===== src/rtl/mdu_div_sequencer.sv =====
// Iterative radix-2 restoring divider for RV32M DIV/DIVU/REM/REMU with valid/ready handshake.
// Optional MDU_FAST_SPECIAL_EN: divide-by-zero and signed overflow complete directly from IDLE.
module mdu_div_sequencer #(
  parameter int XLEN = 32
) (
  input  logic            clk,
  input  logic            rst,
  input  logic            flush,
  input  logic            req_valid,
  output logic            req_ready,
  input  logic [1:0]      op,
  input  logic [XLEN-1:0] a,
  input  logic [XLEN-1:0] b,
  output logic            busy,
  output logic            resp_valid,
  input  logic            resp_ready,
  output logic [XLEN-1:0] result,
  output logic            div_by_zero
);

  // state  | meaning
  // IDLE   | waiting for a request; req_ready high
  // CALC   | one restoring step per cycle, XLEN cycles
  // FIX    | sign correction and special-case override, result registered
  // DONE   | result presented until resp_ready
  localparam logic [1:0] S_IDLE = 2'd0;
  localparam logic [1:0] S_CALC = 2'd1;
  localparam logic [1:0] S_FIX  = 2'd2;
  localparam logic [1:0] S_DONE = 2'd3;

  localparam int CW = $clog2(XLEN);
  localparam logic [XLEN-1:0] INT_MIN = {1'b1, {(XLEN-1){1'b0}}};

  logic [1:0]      state;
  logic [CW-1:0]   count;
  logic [XLEN-1:0] rem_q;
  logic [XLEN-1:0] quot_q;
  logic [XLEN-1:0] divisor_q;
  logic [XLEN-1:0] a_raw;
  logic            is_rem;
  logic            neg_q;
  logic            neg_r;
  logic            dz_q;
  logic            ovf_q;
  logic [XLEN-1:0] result_q;
  logic            dz_out;

  logic            signed_op;
  logic            a_neg;
  logic            b_neg;
  logic [XLEN-1:0] a_mag;
  logic [XLEN-1:0] b_mag;
  logic            b_zero;
  logic            ovf_in;
  logic [XLEN:0]   shifted;
  logic [XLEN+1:0] trial;
  logic            trial_neg;
  logic [XLEN-1:0] fix_value;

  function automatic logic [XLEN-1:0] special_value(input logic rem_op, input logic dz,
                                                    input logic [XLEN-1:0] dividend);
    if (dz) special_value = rem_op ? dividend : '1;
    else    special_value = rem_op ? '0 : INT_MIN;
  endfunction

  assign req_ready   = (state == S_IDLE);
  assign busy        = (state != S_IDLE);
  assign resp_valid  = (state == S_DONE);
  assign result      = result_q;
  assign div_by_zero = dz_out;

  always_comb begin
    signed_op = ~op[0];
    a_neg     = signed_op & a[XLEN-1];
    b_neg     = signed_op & b[XLEN-1];
    a_mag     = a_neg ? ('0 - a) : a;
    b_mag     = b_neg ? ('0 - b) : b;
    b_zero    = (b == '0);
    ovf_in    = signed_op & (a == INT_MIN) & (b == '1);
  end

  // Extra guard bit on the trial subtract gives a clean borrow/sign indication.
  always_comb begin
    shifted   = {rem_q, quot_q[XLEN-1]};
    trial     = {1'b0, shifted} - {2'b00, divisor_q};
    trial_neg = trial[XLEN+1];
  end

  always_comb begin
    fix_value = '0;
    if (dz_q || ovf_q)  fix_value = special_value(is_rem, dz_q, a_raw);
    else if (is_rem)    fix_value = neg_r ? ('0 - rem_q) : rem_q;
    else                fix_value = neg_q ? ('0 - quot_q) : quot_q;
  end

  always_ff @(posedge clk) begin
    if (rst) begin
      state     <= S_IDLE;
      count     <= '0;
      rem_q     <= '0;
      quot_q    <= '0;
      divisor_q <= '0;
      a_raw     <= '0;
      is_rem    <= 1'b0;
      neg_q     <= 1'b0;
      neg_r     <= 1'b0;
      dz_q      <= 1'b0;
      ovf_q     <= 1'b0;
      result_q  <= '0;
      dz_out    <= 1'b0;
    end else if (flush) begin
      state <= S_IDLE;
    end else begin
      case (state)
        S_IDLE: begin
          if (req_valid) begin
            count     <= CW'(XLEN-1);
            rem_q     <= '0;
            quot_q    <= a_mag;
            divisor_q <= b_mag;
            a_raw     <= a;
            is_rem    <= op[1];
            neg_q     <= a_neg ^ b_neg;
            neg_r     <= a_neg;
            dz_q      <= b_zero;
            ovf_q     <= ovf_in;
`ifdef MDU_FAST_SPECIAL_EN
            if (b_zero || ovf_in) begin
              state    <= S_DONE;
              result_q <= special_value(op[1], b_zero, a);
              dz_out   <= b_zero;
            end else begin
              state <= S_CALC;
            end
`else
            state <= S_CALC;
`endif
          end
        end
        S_CALC: begin
          rem_q  <= trial_neg ? shifted[XLEN-1:0] : trial[XLEN-1:0];
          quot_q <= {quot_q[XLEN-2:0], ~trial_neg};
          count  <= count - 1'b1;
          if (count == '0) state <= S_FIX;
        end
        S_FIX: begin
          result_q <= fix_value;
          dz_out   <= dz_q;
          state    <= S_DONE;
        end
        S_DONE: begin
          if (resp_ready) state <= S_IDLE;
        end
        default: state <= S_IDLE;
      endcase
    end
  end

endmodule


===== config.mk =====
export PLATFORM = sky130hd
export DESIGN_NAME = mdu_div_sequencer
export DESIGN_NICKNAME = d
export VERILOG_FILES = /design/src/rtl/mdu_div_sequencer.sv
export SDC_FILE = /design/constraint.sdc
export NUM_CORES = 1
export LEC_CHECK = 0
export CELL_PAD_IN_SITES_DETAIL_PLACEMENT = 0
export CELL_PAD_IN_SITES_GLOBAL_PLACEMENT = 2
export CORE_UTILIZATION = 37
export DETAILED_ROUTE_END_ITERATION = 10
export PLACE_DENSITY = 0.95
export SLEW_MARGIN = 20
export SYNTH_ARGS = -nofsm -noshare
export SYNTH_HDL_FRONTEND = slang
export SYNTH_SLANG_ARGS = --single-unit

===== constraint.sdc =====
create_clock -name clk -period 6.9 [get_ports clk]
set_clock_uncertainty 0.15 [all_clocks]
set_input_delay 1.38 -clock clk [delete_from_list [all_inputs] [get_ports clk]]
set_output_delay 1.38 -clock clk [all_outputs]
set_load 0.01 [all_outputs]

Yosys cells after proc, flatten, opt, wreduce, memory -nomap -nowiden

Index checks and enable logic that the tools add are counted.

Bits of input ports: 71
Register bits: 173

Bitwise operators: 8
Add/subtract/negate cells: 6
Mux-type cells: 20
Equality and inequality tests: 8
Reductions and logical operators: 11

Operator list:

| kind                                                                    | count |
|---|---|
| 32-bit 2-to-1 mux                                                       | 12 |
| 32-bit case mux with 2 select lines                                     | 2 |
| 1-bit by 32-bit subtractor with 32-bit output, first input constant     | 4 |
| 32-bit == test, second input constant                                   | 2 |
| 33-bit by 32-bit subtractor with 34-bit output                          | 1 |
| 32-bit zero test                                                        | 1 |
| 5-bit case mux with 2 select lines                                      | 1 |
| 3-bit AND reduction                                                     | 3 |
| 2-bit case mux with 4 select lines                                      | 1 |
| 2-bit 2-to-1 mux                                                        | 3 |
| 5-bit zero test                                                         | 1 |
| 5-bit 2-to-1 mux                                                        | 1 |
| 5-bit by 1-bit subtractor with 5-bit output, second input constant      | 1 |
| 1-bit bitwise AND                                                       | 4 |
| 2-bit == test, second input constant                                    | 2 |
| 2-bit inequality test, second input constant                            | 2 |
| 2-bit nonzero test                                                      | 2 |
| 1-bit NOT                                                               | 3 |
| 2-bit by 1-bit == test with 1-bit output, second input constant         | 1 |
| 2-bit zero test                                                         | 1 |
| 2-bit by 1-bit inequality test with 1-bit output, second input constant | 1 |
| 2-bit AND reduction                                                     | 1 |
| 2-bit OR reduction                                                      | 1 |
| 1-bit logical OR                                                        | 1 |
| 1-bit bitwise XOR                                                       | 1 |

Logic depth before layout (Yosys ltp)

Gate-level depths: netlist of the first run.

Depth after elaboration: 5
Gate-level depth with buffers: 14
Mapped depth without buffers: 12

Worst setup path before layout of the first run

No wires, ideal clock.

Path kind: in2reg
Start point: in b[8]
End point: reg divisor_q[22]
Library setup time: 86 ps
Stages on the path: 7
Setup slack: 3102 ps
Path buffers: 0
Arrival: 3563 ps
Data required time: 6664 ps
Path through: or4_1 or4b_1 nor4_1 nor3b_2 a31oi_1 xnor2_1 a211oi_1

Cells in the longest elaborated chain, start to end: 2

RTL lines:

| item                                          | line | RTL |
|---|---|---|
| start, declared                               | 13   | `input logic [XLEN-1:0] b,` |
| 1-bit by 32-bit subtractor with 32-bit output | 77   | `b_mag = b_neg ? ('0 - b) : b;` |
| 32-bit 2-to-1 mux                             | 77   |  |
| end signal, assigned                          | 120  | `divisor_q <= b_mag;` |
| end, declared                                 | 38   | `logic [XLEN-1:0] divisor_q;` |

Every way passes these cells.
A chain may end at the register's enable or synchronous reset.

Final worst setup path of the first run

Start point: reg divisor_q[26]
End point: reg rem_q[18]

Cells in the longest elaborated chain, start to end: 3

RTL lines:

| item                                           | line | RTL |
|---|---|---|
| 33-bit by 32-bit subtractor with 34-bit output | 85   | `trial = {1'b0, shifted} - {2'b00, divisor_q};` |
| 32-bit 2-to-1 mux                              | 141  | `rem_q <= trial_neg ? shifted[XLEN-1:0] : trial[XLEN-1:0];` |
| 32-bit case mux with 2 select lines            | 114  | `case (state)` |
| end signal, assigned                           | 141  |  |
| end, declared                                  | 36   | `logic [XLEN-1:0] rem_q;` |

Every way passes these cells.

==> metrics.md, run 1 <==
| Metric | Value |
|---|---|
| Layout Cells excl Fill | 2047 |
| Drt via density | between 5 and 6 |
| Initial antenna violation count | 0 |
| CP max FO | 20 |
| Post-synth top flop | dfxtp_1 |
| Final Cell Area | between 10000 and 15000 µm² |
| Async SR Flop Fraction | 0% |
| CP max stage cell | and2_1 |
| Status | finished, violations left |
| Tmin final | between 4 and 5 ns |
| Vias | 11.63k |
| Total track usage | about a quarter |
| Clk_lat worst skew | 0.45 ns |
| Root Driver | clkbuf_16 |
| Netlist cell types | 64 |
| Met3 Track Usage GR | between 3 and 4% |
| WL/cell | a little under 20 µm |
| Post-CTS Setup Inserts | 0 |
| # rows | 65 |
| N_diodes | 0 |
| Max-cap violations | 0 |
| Mapped cell area | 11830 µm² |
| Mapped Cells | 1600 |
| Total gr overflow | 0 |
| Req. time, crit path | a little over 7 ns |
| GRT Max-Usage Layer | met1 |
| Clock transition at the registers of the reported paths | roughly 0.070 ns |
| CP peak stage delay | 0.92 ns |
| Die X | roughly 180 µm |
| Die height | approximately 180 µm |
| Inst Count DP | around 2.0k |
| Layout cells sized above 1 | 4.073% |
| Final ANT Viol Nets | 0 |
| PwrDens | about 190 nW/µm² |
| DRT Wirelength | roughly 39000 µm |
| WP data arrival | around 4.8 ns |
| Seq/Total Area, Yosys | around 29% |
| Post-DP Area | about 13000 µm² |
| Full die area | approximately 33000 µm² |
| Final Setup Violations | 0 |
| Cts hold-fix bufs | 0 |
| First-pass GRT wire length | just over 60000 µm |
| Post-layout util | about 44% |
| Max Root-Sink Buffers | 2 |
| Grt met2 use | a little over a third |
| Violated checks | DRC |
| Crit start category | register |
| Total I/O pin count | 107 |
| CTS resizes | 0 |
| First-pass detailed-route iteration total | 9 |
| Overall Power | about 2600 µW |
| Htree depth | 4 |
| Met1 Resource Use GR | ~37% |
| # DRC | 2 |
| Slew Limit Fails | 0 |
| Initial DRC Count | approximately 1.1k |
| CTS buffer count | 17 |
| Critical Path End Type | register |
| Buffers on Ports | about 110 |
| RSZ-0062 raised after global routing | no |
| Warnings from Yosys | 0 |
| Crit path cell chain | inv_1 > ha_1 > a21o_1 > a31oi_1 > nor2_1 > a2111oi_0 > o21a_1 > and2_1 > buf_4 > nand2b_1 > o21ai_0 |
| Pin count of the biggest net entering global routing | 69 |
| #FFs+latches synth | ~170 |
| Worst Hold Class | register to register |
| Worst slew pin tran | 1.093 ns |
| Post-layout nets | approximately 1.7k |
| Core Area | between 30000 and 40000 µm² |
| Syn Nets | 1715 |
| Layout area overhead | 15.88% |
| Post-synth EDFFs | 0 |
| Tcrit/Tclk final | about two thirds |
| Leakage | ~0.005 µW |
| VDD IR-drop max | between 0.1 and 0.15 mV |
| Setup TNS | 0 ns |
| TritonCTS clock tree | built |
| Syn avg cell area | roughly 7.4 µm² |
| GP Congestion | approximately 0.9 |
| Post-DP HPWL | slightly below 30000 µm |
| Slew headroom | around 27% |
| Number of global-route vias before repair | approximately 11k |
| Starting Density | a little under two fifths |
| Fin. Hold Viols | 0 |
| CTS Sinks | 173 |
| Crit path kind | register to register |
| Max Clk Rate | 216.7 MHz |
-- kinds of logic (layout without fill, tap and decap cells) --
group,Yosys count,count (layout),synth area share [%]
muxes,34,34,2.887
and+or+nand+nor,546,546,20.88
AOI/OAI and AO/OA,490,490,26.21
buffers and inverters,170,215,5.457
DFF,173,173,29.27
xor gates and xnor gates,143,143,10.59
adders and majority gates,44,44,4.717
-- final timing paths --
kind,end,slack [ns],depth (start not counted),from
worst max-delay path,rem_q[18],2.29,11,divisor_q[26]
worst min-delay path,result[2],0.30,2,result[2]
worst max register to register,rem_q[18],2.29,11,divisor_q[26]
worst min register to register,result[2],0.30,2,result[2]
-- sequential cells by signal, summed over array words and instances, names as in the netlist --
name / cells
divisor_q: 32
div_by_zero: 1
neg_r: 1
quot_q: 32
ovf_q: 1
is_rem: 1
rem_q: 32
result: 32
state: 2
neg_q: 1
dz_q: 1
a_raw: 32
count: 5
-- power breakdown --
group	total [µW]	switching (µW)	internal, µW
registers	1090	51.3	1040
logic	550	331	220
clock network	981	434	547
total	2630	816	1810
-- critical path: cells and delay by family, from the launching register on --
| kind | cells | cell delay, ns |
|---|---|---|
| AO/OA/AOI/OAI | 5 | 1.75 |
| adder cells (fa/ha/maj) | 1 | 0.41 |
| buffers and inverters | 2 | 0.49 |
| flip-flops | 1 | 0.34 |
| AND/OR/NAND/NOR | 3 | 1.36 |
-- per-layer routing --
layer / vias up / part of all wire [%] / routed length (µm)
met5: - / 0 / 0
met4: 0 / 0.71 / 278
met3: 21 / 7.1 / 2783
met2: 381 / 43 / 16800
met1: 5468 / 50 / 19560
li1: 5759 / - / -
-- per-stage QoR --
stage / hold WS, ns / setup slack (ns)
CTS: 0.3032 / 2.332
global placement: 0.2893 / 2.157
floorplan: 0.2819 / 3.102
detailed placement: 0.2940 / 2.098
global route: 0.3154 / 1.910
finish: 0.3016 / 2.286
-- synth_stat cells (8+ instances only) --
cell        n  area (µm²)
a211oi_1   46       345.3
a21o_1     14       105.1
a21oi_1   147       735.7
a31oi_1    13       81.33
buf_1       8       30.03
clkbuf_1   95       356.6
dfxtp_1   173        3463
ha_1       43       538.0
inv_1      61       229.0
mux2i_1    33       330.3
nand2_1   245       919.6
nand2b_1   18       112.6
nand3_1    26       130.1
nand4_1    15       93.84
nor2_1    138       518.0
nor3_1     25       125.1
nor4_1     17       106.4
o211ai_1   19       142.6
o21a_1     13       97.59
o21ai_0   124       620.6
o21bai_1   11       82.58
o31ai_1    23       172.7
o41ai_1    14       122.6
or3_1      14       87.58
or4_1      11       82.58
xnor2_1    85       744.5
xor2_1     58       508.0
-- layout by cell type (no fill, tap or decap), types with 4 or more instances in the layout --
| master | instances |
|---|---|
| nand2_1 | 245 |
| dfxtp_1 | 173 |
| a21oi_1 | 147 |
| nor2_1 | 136 |
| o21ai_0 | 124 |
| clkdlybuf4s50_1 | 105 |
| xnor2_1 | 85 |
| inv_1 | 61 |
| xor2_1 | 58 |
| a211oi_1 | 46 |
| ha_1 | 42 |
| mux2i_1 | 33 |
| nand3_1 | 26 |
| nor3_1 | 25 |
| o31ai_1 | 23 |
| o211ai_1 | 19 |
| nand2b_1 | 18 |
| nor4_1 | 17 |
| clkbuf_16 | 17 |
| buf_4 | 17 |
| nand4_1 | 15 |
| or3_1 | 14 |
| o41ai_1 | 14 |
| a21o_1 | 14 |
| o21a_1 | 13 |
| a31oi_1 | 13 |
| or4_1 | 11 |
| o21bai_1 | 11 |
| a311oi_1 | 7 |
| o221ai_1 | 7 |
| a32oi_1 | 7 |
| a32o_1 | 7 |
| or2_2 | 6 |
| nand3b_1 | 6 |
| a2bb2oi_1 | 6 |
| a221oi_1 | 5 |
| o32a_1 | 5 |
| o22ai_1 | 4 |
| inv_6 | 4 |
-- area by class of cell --
class | instances | area, µm²
clock inverter | 12 | 135.1
timing repair buffer | 122 | 1179
multi-input combinational | 1257 | 7755
inverter | 61 | 229.0
tap | 402 | 503.0
fill | 3179 | 17760
clock buffer | 20 | 446.7
sequential | 173 | 3463
Power figures use the tool's default switching activity.
==> run 2: changes to the inputs <==
- CORE_UTILIZATION: 37 -> 31
- PLACE_DENSITY: 0.95 -> 0.9
- clock period: 6.9 -> 4.1 ns (I/O delays scaled with it)
==> metrics.md, run 2 (synthesized netlist as in run 1, its figures left out) <==
| Metric | Value |
|---|---|
| Reg2reg setup slack | 0.60 ns (-1.69 ns) |
| First-pass GRT wire length | 64160 µm (+4.4%) |
| Number of global-route vias before repair | 10.97k (+4.0%) |
| Worst reg2reg startpoint | quot_q[31] |
| VDD IR-drop max | 0.2226 mV (+110%) |
| Total track usage | 21.28% (-2.8 points) |
| Full die area | 38950 µm² (+19%) |
| Crit start category | primary input |
| Max Root-Sink Buffers | 2 (unchanged) |
| Grt met2 use | 32.04% (-3.2 points) |
| Leakage | 0.005137 µW (+2.3%) |
| Die height | 197.4 µm (+9.1%) |
| Final Setup Violations | 0 (unchanged) |
| Total gr overflow | 0 (unchanged) |
| DRT Wirelength | 40880 µm (+3.7%) |
| Post-DP Area | 13430 µm² (+2.4%) |
| Most common cell after layout, fill and taps aside | nand2_1 |
| Initial DRC Count | 919 (-16%) |
| Max Clk Rate | around 280 MHz |
| Critical Path End Type | register |
| Met1 Resource Use GR | 31.55% (-5.1 points) |
| N_diodes | 0 (unchanged) |
| Clk pwr share | 37.5% (about the same) |
| WP data arrival | 3.75 ns (-1.04 ns) |
| Tmin final | 3.569 ns |
| Layout area overhead | 18.50% |
| Cts hold-fix bufs | 0 (unchanged) |
| Net switching power | 1400 µW (+72%) |
| Worst Hold Class | register to register |
| CTS Sinks | 173 (unchanged) |
| Status | finished, final reports clean |
| Met3 Track Usage GR | 2.544% (-1.3 points) |
| First-pass detailed-route iteration total | 5 (-4) |
| Buffers on Ports | 106 (unchanged) |
| CP max FO | 5 (-75%) |
| Slew headroom | 31.52% (+4.4 points) |
| # rows | 71 (+9.2%) |
| Worst slew pin tran | 1.026 ns (-0.06705 ns) |
| Initial antenna violation count | 0 (unchanged) |
| Hold Startpoint | a_raw[24] |
| Starting Density | 31.49% (-6.1 points) |
| Crit path kind | primary input to register |
| Seq pwr share | 41.4% (-0.3 points) |
| Total I/O pin count | 107 (unchanged) |
| WL/cell | 18.76 µm (-2.6%) |
| Setup TNS | 0 ns (unchanged) |
| Final ANT Viol Nets | 0 (unchanged) |
| Req. time, crit path | 4.29 ns (-2.79 ns) |
| Clk_lat worst skew | 0.45 ns (about the same) |
| Cells on Worst Hold Path | 2 (unchanged) |
| GP Congestion | 0.8669 (-3.3%) |
| Final Cell Area | 14020 µm² (+2.3%) |
| PwrDens | 316.3 nW/µm² (+65%) |
| Clock transition at the registers of the reported paths | 0.08 ns (about the same) |
| CTS buffer count | 17 (unchanged) |
| Net switching fraction of the power | 31.56% (+0.48 points) |
| Vias | 11.67k (+0.38%) |
| Fin. Hold Viols | 0 (unchanged) |
| Internal power | 3035 µW (+68%) |
| Most frequent cells in the layout | nand2_1 (245), dfxtp_1 (173), a21oi_1 (147) |
| Post-CTS Setup Inserts | 0 (unchanged) |
| Tcrit/Tclk final | between 80 and 90% |
| Drt via density | 5.357 (-5.7%) |
| # DRC | 0 (-2) |
| Worst setup margin | 0.5311 ns (-1.755 ns) |
| CTS resizes | 0 (unchanged) |
| Hold Path End | a_raw[24] |
| Pre-CTS setup slack | 0.07549 ns (-2.022 ns) |
| Die X | 197.4 µm (+9.1%) |
| TritonCTS clock tree | built |
| Root Driver | clkbuf_16 |
| Htree depth | 4 (unchanged) |
| Reg2reg path depth | 12 (+1) |
| Post-DP HPWL | 31460 µm (+6.8%) |
| Slew Limit Fails | 0 (unchanged) |
| Pin count of the biggest net entering global routing | 84 (+22%) |
| Layout cells sized above 1 | 5.396% (+1.3 points) |
| RR Endpoint | rem_q[26] |
| Gate power share | 21.2% (+0.2 points) |
| Post-layout nets | 1770 (+1.3%) |
| Core Area | 37580 µm² (+19%) |
| GRT Max-Usage Layer | met2 |
| RSZ-0062 raised after global routing | no |
| Max-cap violations | 0 (unchanged) |
## run 2: changes by cell type in the layout (fill, tap and decap cells not counted), sizes merged
| cell | change |
|---|---|
| clkinv | -2 |
| buf | +23 |
| clkinvlp | -1 |
| inv | +3 |
| clkbuf | +1 |
| bufinv | -1 |
## run 2: metal layers
metal | wire, µm | share of wire [%]
met5 | 0 | 0
met4 | 704 | 1.7
met3 | 1990 | 4.9
met2 | 17720 | 43
met1 | 20460 | 50
## run 2: layout make-up
class	count	area, µm²
Clock buffer	21	470.5
Tap cell	511	639.4
Timing Repair Buffer	145	1364
Inverter	61	229.0
Fill cell	3959	23560
Sequential cell	173	3463
Clock inverter	11	116.4
Multi-Input combinational cell	1257	7737
## run 2: worst max-delay path by stage
stage / to / from / slack (ns) / cells past startpoint
after CTS: divisor_q[31] / b[8] / 0.55 / 8
final: divisor_q[31] / b[8] / 0.53 / 8
after global placement: divisor_q[23] / b[8] / 0.13 / 9
after floorplan: divisor_q[22] / b[8] / 0.86 / 7
after global routing: rem_q[26] / quot_q[31] / 0.29 / 12
after detailed placement: divisor_q[31] / b[8] / 0.08 / 8
## run 2: power groups by stage
| stage | combinational, µW | sequential (µW) | clock [µW] |
|---|---|---|---|
| 2_1_floorplan | 626 | 1840 | 0 |
| 3_3_place_gp | 921 | 1870 | 0 |
| 3_5_place_dp | 925 | 1870 | 0 |
| 4_1_cts | 930 | 1830 | 1680 |
| 5_1_grt | 1030 | 1850 | 1770 |
| 6_report | 938 | 1840 | 1660 |
## run 2: per-stage QoR
step                total power (µW)  hold WS (ns)  util, %  cells
floorplan                       2462        0.2819        -   1600
global placement                2790        0.2919    35.75   2147
detailed placement              2797        0.2957    35.75   2147
CTS                             4446        0.3057    37.31   2179
global route                    4645        0.3265    37.31   2179
finish                          4435        0.3065    37.31   2179
## run 2: worst max-delay path, cell delays in order
cell and delay [ns]:
clkdlybuf4s50_1 0.47, or4_1 0.62, or4b_1 0.56, nor4_1 0.26, nand2_1 0.17, nor2_1 0.33
a311oi_1 0.15, a2111oi_0 0.37
==> edit, RTL diff (config.mk and constraints of run 1) <==
Add a define of `MDU_FAST_SPECIAL_EN`.
--- a/src/rtl/mdu_div_sequencer.sv
+++ b/src/rtl/mdu_div_sequencer.sv
@@ -2,2 +2,4 @@
 // Optional MDU_FAST_SPECIAL_EN: divide-by-zero and signed overflow complete directly from IDLE.
+`define MDU_FAST_SPECIAL_EN
+
 module mdu_div_sequencer #(
Behaviour: not the same (a bounded check fails within 4 cycles, from zero or initial values and one cycle with rst high).
==> edit against run 1 <==
Area after synthesis increased by 0.78%. Sequential share of layout area down 0.22 points. Largest power group unchanged. Wire length decreased by 1.3%. First-iteration DRC count decreased by 1.5%. Design area is 0.96% higher. Critical endpoint is now result[6]$_SDFFE_PP0P_. Sequential cell count stayed put. Setup slack worse by 440 ps. Total power decreased by 2.0%.
==> edit: results (changes against run 1) <==
post-synth cell types 74 (was 64); dpl ws 1440 ps (was 2100 ps); Leak Pwr 4.88 nW (was 5.02 nW); CP peak stage delay 590 ps (was 920 ps); via density per instance 5.69 (was 5.68); layout cells sized above 1 0.0516 (was 0.0407); sequential share of the synthesized area 0.290 (was 0.293); CP arrival 5260 ps (was 4790 ps); outcome completed (was finished, violations left); GR Util All Layers 0.238 (was 0.241); largest net degree at the start of global routing 83 (was 69); number of global-route vias before repair 11000 (was 10500); Worst-path clk slew 70 ps (about the same); first-pass GRT wire length 62200 microns (was 61500 microns); CP max FO 36 (was 20); DR iter-0 viols 1084 (was 1100); IO buf count 106 (unchanged); DPL Wire Length 27200 microns (was 29500 microns); dpl cells 2074 (was 2015); Crit-path slowest cell nor4b_2 (was and2_1); Mapped Nets 1773 (was 1715); relative slew slack 0.235 (was 0.271); GPL Wtd Cong 0.881 (was 0.896); via count 12000 (was 11600); most common library cells after synthesis nand2_1, a21oi_1, dfxtp_1, nor2_1, o21ai_0 (was nand2_1, dfxtp_1, a21oi_1, nor2_1, o21ai_0); delay-heaviest family, CP simple AND/OR/NAND/NOR gates (was compound AO/OA/AOI/OAI gates); VDD IR-drop max 0.000184 V (was 0.000106 V); Placed Area 13200 sq um (was 13100 sq um); Synth Area per Inst 7.19 sq um (was 7.39 sq um); drt first pass iters 8 (was 9); top cells by area, synth dfxtp_1, nand2_1, a21oi_1, o21ai_0, xnor2_1 (was dfxtp_1, nand2_1, xnor2_1, a21oi_1, o21ai_0); fillers 3227 (was 3179); DR WL/cell 18.5 microns (was 19.3 microns)
[edit: path summary, 6_finish.rpt]
| check | from | to | slack (ps) | cells past startpoint |
|---|---|---|---|---|
| setup / recovery | b[2] | result[6]$_SDFFE_PP0P_ | 1840 | 12 |
| hold / removal | a_raw[20]$_SDFFE_PP0P_ | a_raw[20]$_SDFFE_PP0P_ | 300 | 2 |
| setup reg to reg | quot_q[31]$_SDFFE_PP0P_ | rem_q[28]$_SDFFE_PP0P_ | 2750 | 14 |
| hold reg to reg | a_raw[20]$_SDFFE_PP0P_ | a_raw[20]$_SDFFE_PP0P_ | 300 | 2 |
[edit: kinds of logic (layout without fill, tap and decap cells)]
group,count (synthesis),count (layout),synth area share
and+or+nand+nor,586,586,0.227
adders and majority gates,44,44,0.0468
muxes,2,2,0.00168
buffers and inverters,177,223,0.0565
DFF,173,173,0.290
AOI/OAI and AO/OA,536,536,0.275
xor gates and xnor gates,140,140,0.103
[edit: final cells by class]
| class | count | area, sq um | area share |
|---|---|---|---|
| clock buffer | 17 | 425 | 0.0307 |
| tap | 402 | 503 | 0.0363 |
| inverter | 71 | 267 | 0.0193 |
| multi-input combinational | 1308 | 7830 | 0.566 |
| sequential | 173 | 3470 | 0.250 |
| clock inverter | 14 | 145 | 0.0105 |
| timing repair buffer | 121 | 1200 | 0.0870 |
[edit: layer usage]
metal | share of wire | GRT usage | vias up
met1 | 0.48 | 0.336 | 5638
met3 | 0.049 | 0.0319 | 46
met5 | 0 | 0 | -
met4 | 0.019 | 0.0664 | 0
met2 | 0.45 | 0.376 | 367
li1 | - | - | 5928
[edit: worst min-delay path: stages (launching register included)]
cell	delay, ps
dfxtp_1	310
nand2_1	50
a21oi_1	50
[edit: where the power goes]
| group | internal, mW | switching (mW) |
|---|---|---|
| clock | 0.533 | 0.442 |
| sequential | 1.04 | 0.0460 |
| combinational | 0.207 | 0.304 |
| total | 1.78 | 0.792 |
